<file path="src/rtl/uart_rx.sv">
// UART receiver: 2-flop synchronized line, 16x oversampling, 8N1 LSB first.
// Define UART_RX_PARITY_EN to add an even-parity bit and a parity_err pulse output.
module uart_rx #(
  parameter int CLK_FREQ = 100000000,
  parameter int BAUD     = 115200
) (
  input  logic       clk,
  input  logic       rst,
  input  logic       rx,
  output logic [7:0] rx_data,
  output logic       rxrdy,
  output logic       frame_err,
`ifdef UART_RX_PARITY_EN
  output logic       parity_err,
`endif
  output logic       busy
);

  localparam int DIV_RAW = CLK_FREQ / (BAUD * 16);
  localparam int DIV     = (DIV_RAW < 1) ? 1 : DIV_RAW;
  localparam int CW      = (DIV > 1) ? $clog2(DIV) : 1;
  localparam logic [CW-1:0] DIV_LAST = CW'(DIV - 1);

  localparam logic [2:0] IDLE   = 3'd0;
  localparam logic [2:0] START  = 3'd1;
  localparam logic [2:0] DATA   = 3'd2;
`ifdef UART_RX_PARITY_EN
  localparam logic [2:0] PARITY = 3'd3;
`endif
  localparam logic [2:0] STOP   = 3'd4;

  logic [1:0]    sync_reg;
  logic          rx_s;
  logic [CW-1:0] div_cnt_reg;
  logic          tick;
  logic          start_det;
  logic          bit_end;

  logic [2:0] state_reg, state_next;
  logic       armed_reg, armed_next;
  logic [3:0] tick_cnt_reg, tick_cnt_next;
  logic [2:0] bit_cnt_reg, bit_cnt_next;
  logic [7:0] shifter_reg, shifter_next;
  logic [7:0] rx_data_reg, rx_data_next;
  logic       rxrdy_reg, rxrdy_next;
  logic       frame_err_reg, frame_err_next;
`ifdef UART_RX_PARITY_EN
  logic       par_bit_reg, par_bit_next;
  logic       parity_err_reg, parity_err_next;
`endif

  assign rx_s      = sync_reg[1];
  assign tick      = (div_cnt_reg == DIV_LAST);
  assign start_det = (state_reg == IDLE) && armed_reg && !rx_s;
  // START samples mid-bit after 8 ticks; every later sample is a full bit (16 ticks) on.
  assign bit_end   = tick && (tick_cnt_reg == ((state_reg == START) ? 4'd7 : 4'd15));

  always_comb begin
    state_next      = state_reg;
    armed_next      = armed_reg;
    tick_cnt_next   = tick_cnt_reg;
    bit_cnt_next    = bit_cnt_reg;
    shifter_next    = shifter_reg;
    rx_data_next    = rx_data_reg;
    rxrdy_next      = 1'b0;
    frame_err_next  = 1'b0;
`ifdef UART_RX_PARITY_EN
    par_bit_next    = par_bit_reg;
    parity_err_next = 1'b0;
`endif
    if (state_reg != IDLE && tick)
      tick_cnt_next = bit_end ? 4'd0 : 4'(tick_cnt_reg + 4'd1);

    case (state_reg)
      IDLE: begin
        if (!armed_reg) begin
          if (rx_s) armed_next = 1'b1;
        end else if (!rx_s) begin
          state_next    = START;
          tick_cnt_next = 4'd0;
          bit_cnt_next  = 3'd0;
        end
      end
      START: begin
        if (bit_end) state_next = rx_s ? IDLE : DATA;
      end
      DATA: begin
        if (bit_end) begin
          shifter_next = {rx_s, shifter_reg[7:1]};
          bit_cnt_next = bit_cnt_reg + 3'd1;
`ifdef UART_RX_PARITY_EN
          if (bit_cnt_reg == 3'd7) state_next = PARITY;
`else
          if (bit_cnt_reg == 3'd7) state_next = STOP;
`endif
        end
      end
`ifdef UART_RX_PARITY_EN
      PARITY: begin
        if (bit_end) begin
          par_bit_next = rx_s;
          state_next   = STOP;
        end
      end
`endif
      STOP: begin
        if (bit_end) begin
          // Leave unarmed so a held-low break cannot retrigger a frame.
          state_next = IDLE;
          armed_next = 1'b0;
          if (!rx_s) begin
            frame_err_next = 1'b1;
`ifdef UART_RX_PARITY_EN
          end else if ((^shifter_reg) ^ par_bit_reg) begin
            parity_err_next = 1'b1;
`endif
          end else begin
            rx_data_next = shifter_reg;
            rxrdy_next   = 1'b1;
          end
        end
      end
      default: state_next = IDLE;
    endcase
  end

  always_ff @(posedge clk) begin
    if (!rst) begin
      sync_reg       <= 2'b11;
      div_cnt_reg    <= '0;
      state_reg      <= IDLE;
      armed_reg      <= 1'b0;
      tick_cnt_reg   <= 4'd0;
      bit_cnt_reg    <= 3'd0;
      shifter_reg    <= 8'h00;
      rx_data_reg    <= 8'h00;
      rxrdy_reg      <= 1'b0;
      frame_err_reg  <= 1'b0;
`ifdef UART_RX_PARITY_EN
      par_bit_reg    <= 1'b0;
      parity_err_reg <= 1'b0;
`endif
    end else begin
      sync_reg       <= {sync_reg[0], rx};
      div_cnt_reg    <= (start_det || tick) ? '0 : CW'(div_cnt_reg + 1'b1);
      state_reg      <= state_next;
      armed_reg      <= armed_next;
      tick_cnt_reg   <= tick_cnt_next;
      bit_cnt_reg    <= bit_cnt_next;
      shifter_reg    <= shifter_next;
      rx_data_reg    <= rx_data_next;
      rxrdy_reg      <= rxrdy_next;
      frame_err_reg  <= frame_err_next;
`ifdef UART_RX_PARITY_EN
      par_bit_reg    <= par_bit_next;
      parity_err_reg <= parity_err_next;
`endif
    end
  end

  assign rx_data    = rx_data_reg;
  assign rxrdy      = rxrdy_reg;
  assign frame_err  = frame_err_reg;
`ifdef UART_RX_PARITY_EN
  assign parity_err = parity_err_reg;
`endif
  assign busy       = (state_reg != IDLE);

endmodule
</file>
<file path="config.mk">
export PLATFORM = sky130hd
export DESIGN_NAME = uart_rx
export DESIGN_NICKNAME = d
export VERILOG_FILES = /design/src/rtl/uart_rx.sv
export SDC_FILE = /design/constraint.sdc
export NUM_CORES = 1
export LEC_CHECK = 0
export ABC_CLOCK_PERIOD_IN_PS = 4650
export CORE_ASPECT_RATIO = 0.75
export CORE_MARGIN = 2
export CORE_UTILIZATION = 60
export DETAILED_ROUTE_END_ITERATION = 16
export PLACE_DENSITY = 0.82
export SYNTH_ARGS = -nofsm -noshare
export SYNTH_HDL_FRONTEND = slang
export SYNTH_SLANG_ARGS = --single-unit
</file>
<file path="constraint.sdc">
create_clock -name clk -period 4.65 [get_ports clk]
set_input_delay 0.93 -clock clk [delete_from_list [all_inputs] [get_ports clk]]
set_output_delay 0.93 -clock clk [all_outputs]
set_load 0.005 [all_outputs]
</file>
After elaboration in Yosys (flattened, before gate mapping)
Index checks and enable logic that the tools add are counted.
{ "op_classes": {"addsub": 3, "eq_ne": 12, "muxes": 23, "n_bitwise": 1, "n_reduce_logical": 17} }
{ "op_table": {"columns": ["cell", "count"], "rows": [
  ["3-bit two-way mux", 9],
  ["4-bit two-way mux", 6],
  ["2-bit != test (second input constant)", 6],
  ["3-bit case mux with 4 select lines", 1],
  ["6-bit by 1-bit adder with 6-bit output (second input constant)", 1],
  ["3-bit == test (second input constant)", 2],
  ["6-bit == test (second input constant)", 1],
  ["3-bit case mux with 2 select lines", 1],
  ["3-bit AND reduction", 2],
  ["6-bit AND reduction", 1],
  ["4-bit by 1-bit adder with 4-bit output (second input constant)", 1],
  ["4-bit == test", 1],
  ["1-bit logical AND", 4],
  ["1-bit two-way mux", 4],
  ["2-bit AND reduction", 2],
  ["4-bit AND reduction", 1],
  ["2-bit nonzero test", 2],
  ["3-bit by 1-bit adder with 3-bit output (second input constant)", 1],
  ["3-bit by 1-bit == test with 1-bit output (second input constant)", 1],
  ["3-bit by 2-bit == test with 1-bit output (second input constant)", 1],
  ["3-bit zero test", 1],
  ["3-bit nonzero test", 1],
  ["2-bit two-way mux", 1],
  ["1-bit case mux with 2 select lines", 1],
  ["4 further kinds", 4]
]} }
{ "word_totals": {"ff_bits": 37, "out_inout_bits": 11} }

Depth between registers and ports, before layout
{ "depth": {"word_depth": 9, "mapped_depth": 7} }

Least setup slack after synthesis
OpenSTA, ideal clock, no wires.
{ "synth_timing": {"path_type": "register to output", "start": "reg state_reg[2]", "end": "out busy", "t_arrival_ns": 0.849, "path_slack_ns": 2.871, "path_stages_with_launch": 3, "path_buffers": 1, "cell_sequence": "dfxtp_1 buf_6 or3_4"} }
{ "synth_between": {"elab_chain_len": 1} }
{ "synth_rtl": {"columns": ["element", "line", "text"], "rows": [
  ["from (decl)", "39", "logic [2:0] state_reg, state_next;"],
  ["from (signal assigned)", "146", "state_reg <= state_next;"],
  ["3-bit nonzero test", "167", "assign busy = (state_reg != IDLE);"],
  ["to (decl)", "16", "output logic busy"]
]} }
No other way between the ends.

Final worst setup path
{ "layout_timing": {"start": "reg state_reg[1]", "end": "out busy"} }
Same word-level chain as after synthesis.

==> flow_metrics.env <==
export IMPL_drt_iter0_drc=103
export IMPL_yosys_area_share_simple_pct=28.3
export IMPL_yosysMostFrequentCell="dfxtp_1"
export IMPL_maxCapViolCount=0
export IMPL_required_ps=3720
export IMPL_antenna_found_initial=0
export IMPL_die_x_um=64.3
export IMPL_use_met1_pct=31.6
export IMPL_power_switching_mw=0.130
export IMPL_synth_xor_area_share_pct=3.75
export IMPL_finalWirelength_um=3130
export IMPL_ys_ff_latch=37
export IMPL_slowest_stage="dfxtp_1"
export IMPL_dieArea_um2=3160
export IMPL_firstDrtPassIters=4
export IMPL_path_buf_inv=1
export IMPL_first_global_vias=1199
export IMPL_seq_power_share_pct=51.8
export IMPL_setup_viol=0
export IMPL_power_frac_comb_pct=3.5
export IMPL_final_max_slew_viol_count=0
export IMPL_power_density_nw_per_um2=336
export IMPL_rows=16
export IMPL_syn_inst=180
export IMPL_tns_ps=0
export IMPL_synth_compound_area_share_pct=7.89
export IMPL_hold_buffers=0
export IMPL_cts_repair_resized=0
export IMPL_gp_congestion=0.822
export IMPL_synthesis_area_um2=1630
export IMPL_grtUsageMet3_pct=5.54
export IMPL_area_delta_synth_final_pct=14.6
export IMPL_synth_top_cell_area_share_pct=45.3
export IMPL_grt_busiest_layer="met2"
export IMPL_synth_adder_area_share_pct=3.83
export IMPL_core_area_um2=2600
export IMPL_start_util_pct=62.8
export IMPL_nets=201
export IMPL_synth_top_cells_by_area="dfxtp_1, mux2i_1, nand2_1"
export IMPL_numCtsBuffers=5
export IMPL_p_int_mw=0.500
export IMPL_sw_frac_of_total_pct=20.6
export IMPL_htree_levels=2
export IMPL_cp_end_kind="output pin"
export IMPL_numPortBuffers=13
export IMPL_hold_slack_ps=455
export IMPL_timing_slew_headroom_pct=62.3
export IMPL_status="complete, no violations"
export IMPL_grtUsageMet2_pct=36.1
export IMPL_ant_nets=0
export IMPL_cts_tree="yes"
export IMPL_synth_edf_count=0
export IMPL_grt_max_degree=21
export IMPL_cp_max_fo=12
export IMPL_crit_family="flip-flops"
export IMPL_arrival_ps=1700
export IMPL_grt_use_total_pct=22.9
export IMPL_cts_buffer_depth=2
export IMPL_drc=0
export IMPL_vias=1263
export IMPL_drive_above_1_share_pct=8.25
export IMPL_hold_viol=0
export IMPL_min_period_ps=2630
export IMPL_irDropWorstVdd_mv=0.234
export IMPL_synth_fp_nets=188
export IMPL_yosysUniqueCellTypes=37
export IMPL_start_kind="register"
export IMPL_wl_per_cell_um=13.6
export IMPL_clkSlewWorstSetupHoldPaths_ps=120
export IMPL_grt_remaining_overflow=0
export IMPL_fin_crit_sh_pct=56.7
export IMPL_n_antenna_cell=0
export IMPL_finalPower_mw=0.630
export IMPL_dp_hpwl_um=2240
export IMPL_rsz0062_at_grt="no"
export IMPL_synth_top_family_by_area="simple AND/OR/NAND/NOR gates"
export IMPL_yosysWarnings=0
export IMPL_min_path_type="reg -> reg"
export IMPL_leakagePower_nw=0.746
export IMPL_finish_utilization_pct=72.0
export IMPL_clock_latency_ps=350
export IMPL_vias_per_cell=5.49
export IMPL_die_h_um=49.2
export IMPL_syn_area_per_cell_um2=9.08
export IMPL_slowest_delay_ps=630
export IMPL_post_cts_buffers=0
export IMPL_grt_first_pass_wirelength_um=5550
export IMPL_ys_seq_area_share_pct=45.3
export IMPL_crit_chain="or3_4 > clkdlybuf4s50_1"
export IMPL_yosysTopAreaCell="dfxtp_1"
export IMPL_tightestPinTransition_ps=564
export IMPL_clock_skew_ps=14.0
export IMPL_synth_common_cells="dfxtp_1, nand2_1, nor2_1"
export IMPL_cts_root_buffer="clkbuf_4"
export IMPL_io_pins=14
export IMPL_clkPwrFrac_pct=44.7
export IMPL_async_flop_share_pct=0
export IMPL_cts_num_sinks=37
export IMPL_ys_flop_type="dfxtp_1"
export IMPL_muxShareOfSynthArea_pct=7.35
export IMPL_fmax_mhz=380
export IMPL_path_class="reg -> out"
==> cell type report <==
cell class | count | area (um^2)
clock buffers | 5 | 37.5
clock inverters | 3 | 68.8
fillers | 216 | 729
inverters | 4 | 15.0
multi-input cells | 132 | 836
flip-flops and latches | 37 | 741
well taps | 36 | 45.0
repair buffers | 13 | 130
==> per-stage QoR <==
step | setup slack, ps | std cells | instance area, um^2
2_1_floorplan | 2870 | 180 | 1630
3_3_place_gp | 2140 | 222 | 1770
3_5_place_dp | 2040 | 222 | 1770
4_1_cts | 2010 | 230 | 1870
5_1_grt | 1940 | 230 | 1870
6_report | 2020 | 230 | 1870
==> power by group through the flow <==
stage	clock network [mW]	registers, mW	logic, mW
floorplan	0	0.331	0.0181
global placement	0	0.333	0.0207
detailed placement	0	0.333	0.0216
CTS	0.284	0.326	0.0219
global route	0.295	0.327	0.0250
finish	0.282	0.326	0.0218
==> layer usage <==
metal	vias up	wire, um	share of wire, %
li1	650	-	-
met1	569	1460	47
met2	40	1480	47
met3	4	170	5.4
met4	0	21	0.67
met5	-	0	0
==> path summary, 6_finish.rpt <==
check | start | to | slack (ps) | cells past startpoint
min reg2reg | sync_reg[0] | sync_reg[1] | 450 | 1
max reg2reg | div_cnt_reg[0] | bit_cnt_reg[2] | 2760 | 6
min | sync_reg[0] | sync_reg[1] | 450 | 1
max | state_reg[1] | busy | 2020 | 2
==> cells in the final DEF, fill, tap and decap left out, types with 3 or more instances in the layout <==
| cell | synthesis | routed |
|---|---|---|
| ha_1 | 5 | 5 |
| inv_1 | 4 | 4 |
| nand2_1 | 26 | 26 |
| a21oi_1 | 14 | 14 |
| clkbuf_4 | 0 | 5 |
| nor2_1 | 24 | 24 |
| nand2b_1 | 3 | 3 |
| xnor2_1 | 5 | 5 |
| nand3_1 | 8 | 8 |
| dfxtp_1 | 37 | 37 |
| clkdlybuf4s50_1 | 0 | 13 |
| o21ai_0 | 4 | 4 |
| nand3_2 | 3 | 3 |
| mux2i_1 | 12 | 12 |
==> logic make-up (layout without fill, tap and decap cells) <==
kind of cell	count (synthesis)	in the layout
and+or+nand+nor	85	85
DFF	37	37
AOI/OAI and AO/OA	23	23
muxes	12	12
buffers and inverters	11	25
xor gates and xnor gates	7	7
adders and majority gates	5	5
==> worst reg2reg max path, delay by kind of cell (launching register included) <==
| family | cells | cell delay, ps |
|---|---|---|
| simple gates | 3 | 840 |
| flops | 1 | 410 |
| compound gates | 2 | 300 |
| fa+ha+maj | 1 | 210 |
No activity file was read; power rests on OpenSTA's default activity.
==> RTL change, RTL diff (config.mk and constraints unchanged) <==
Remove the register `frame_err_reg`: a continuous assignment takes its place, so the output `frame_err` follows one clock earlier.
--- a/src/rtl/uart_rx.sv
+++ b/src/rtl/uart_rx.sv
@@ -135,7 +135,6 @@
       shifter_reg    <= 8'h00;
       rx_data_reg    <= 8'h00;
       rxrdy_reg      <= 1'b0;
-      frame_err_reg  <= 1'b0;
 `ifdef UART_RX_PARITY_EN
       par_bit_reg    <= 1'b0;
       parity_err_reg <= 1'b0;
@@ -150,13 +149,14 @@
       shifter_reg    <= shifter_next;
       rx_data_reg    <= rx_data_next;
       rxrdy_reg      <= rxrdy_next;
-      frame_err_reg  <= frame_err_next;
 `ifdef UART_RX_PARITY_EN
       par_bit_reg    <= par_bit_next;
       parity_err_reg <= parity_err_next;
 `endif
     end
   end
+
+  assign frame_err_reg = frame_err_next;
 
   assign rx_data    = rx_data_reg;
   assign rxrdy      = rxrdy_reg;
Formal check against the unedited RTL: same outputs for any inputs over 10 cycles, from zero or initial values and one cycle with rst low; that may be too few to reach the edited logic, so the function may still have changed.
==> RTL change against the original RTL <==
  * Final area down 5.7%
  * Sequential share of layout area up 1.2 points
  * Sequential cell count down 1
  * Routed wire length down 2.2%
  * Count of clock-buffer cells in the layout up 2
  * Area after synthesis down 3.4%
  * Worst setup slack worse by 910 ps
  * Clock power down 38%
  * Total power down 19%
==> RTL change: results (changes against the original RTL) <==
[status]
status=finished, final reports clean

[critical_path]
crit_path_max_incr_delay_ps=560  ; -70 ps
rr_worst_depth=5  ; -1
critPathMaxFanout=9  ; -3
arrival_ps=2610  ; +910 ps
r2r_setup_slack_ps=2650  ; -110 ps
cp_top_family=simple AND/OR/NAND/NOR gates
reg2reg_to=rx_data[2]
crit_slowest_cell=or4_1
rr_startpoint=div_cnt_reg[0]

[global_route]
grt_pass1_wl_um=5410  ; -2.5%
grt_max_degree=23  ; +9.5%
track_usage=0.235  ; +0.00534

[drt]
wl_per_cell_um=14.3  ; +4.6%
vias=1199  ; -5.1%
first_pass_iters=4  ; unchanged
drtIter0Drc=54  ; -48%

[final_layout]
drive_gt1_frac=0.0726  ; -0.00985
final_nets=186  ; -7.5%

[clocking]
clk_pin_slew_ps=100  ; -20 ps
cts_setup_buffers=0  ; unchanged
clk_path_buf_depth=2  ; unchanged
numCtsBuffers=5  ; unchanged
clock_latency_ps=340
cts_root_buf=clkbuf_4

[placement]
dp.final_hpwl_um=2230  ; -0.42%
place_congestion=0.844  ; +2.7%
place_area_um2=1700  ; -3.5%
detailedPlace.worstSlack_ps=1510  ; -524 ps

[pwr]
peakVddDrop_v=0.000208  ; -11%
power_leakage_nw=0.771  ; +3.4%

[synthesis]
syn-num-nets=175  ; -6.9%
yosys-top-cells-area=dfxtp_1, mux2i_1, nor2_1, ha_1, nand2_1
synth.yosys.seq_area_share=0.456  ; +0.00313
yosys-top-cells-count=dfxtp_1, nor2_1, mux2i_1
synth_cell_type_count=38  ; +2.7%
synthArstFlopShare=0  ; unchanged

[sta]
fin_skew_ps=3.54  ; -10.4 ps
slew_headroom=0.558  ; -0.0656

[worst_hold_path]
min_to=sync_reg[1]

## RTL change: cells by family after synthesis
kind of cell	synth area share
compound gates	0.0673
xor+xnor	0.0333
fa+ha+maj	0.0396
buf+inv	0.0436
flops	0.456
mux	0.129
simple gates	0.231
## RTL change: power by group
group          switching [mW]  internal [mW]  total [mW]
Clock                   0.102         0.0739       0.176
Combinational          0.0114        0.00825      0.0197
Sequential            0.00460          0.313       0.317
## RTL change: worst max-delay path by stage
stage                     from   endpoint  slack [ps]  depth (start not counted)
5_1_grt         div_cnt_reg[0]  frame_err         930                          6
2_1_floorplan  tick_cnt_reg[0]  frame_err        2180                          6
3_3_place_gp    div_cnt_reg[0]  frame_err        1580                          6
6_report        div_cnt_reg[0]  frame_err        1110                          6
4_1_cts         div_cnt_reg[0]  frame_err        1100                          6
3_5_place_dp    div_cnt_reg[0]  frame_err        1510                          6
## RTL change: routing by layer
| layer | part of all wire | vias to the layer above | global-route usage |
|---|---|---|---|
| met5 | 0 | - | 0 |
| met4 | 0.010 | 0 | 0.0870 |
| met3 | 0.065 | 5 | 0.107 |
| met2 | 0.47 | 35 | 0.362 |
| met1 | 0.45 | 566 | 0.290 |
| li1 | - | 593 | - |
## RTL change: final cells by class
cell class | instances | area (um^2)
fill | 226 | 796
sequential | 36 | 721
clock inverter | 1 | 7.51
tap | 36 | 45.0
timing repair buffer | 13 | 130
multi-input combinational | 117 | 790
inverter | 5 | 18.8
clock buffer | 7 | 55.1
## RTL change: per-stage QoR
step | std cells | utilization | hold WS [ps]
floorplan | 167 | - | 386
global placement | 207 | 0.665 | 389
detailed placement | 207 | 0.665 | 406
CTS | 215 | 0.689 | 431
global route | 215 | 0.689 | 452
finish | 215 | 0.689 | 429
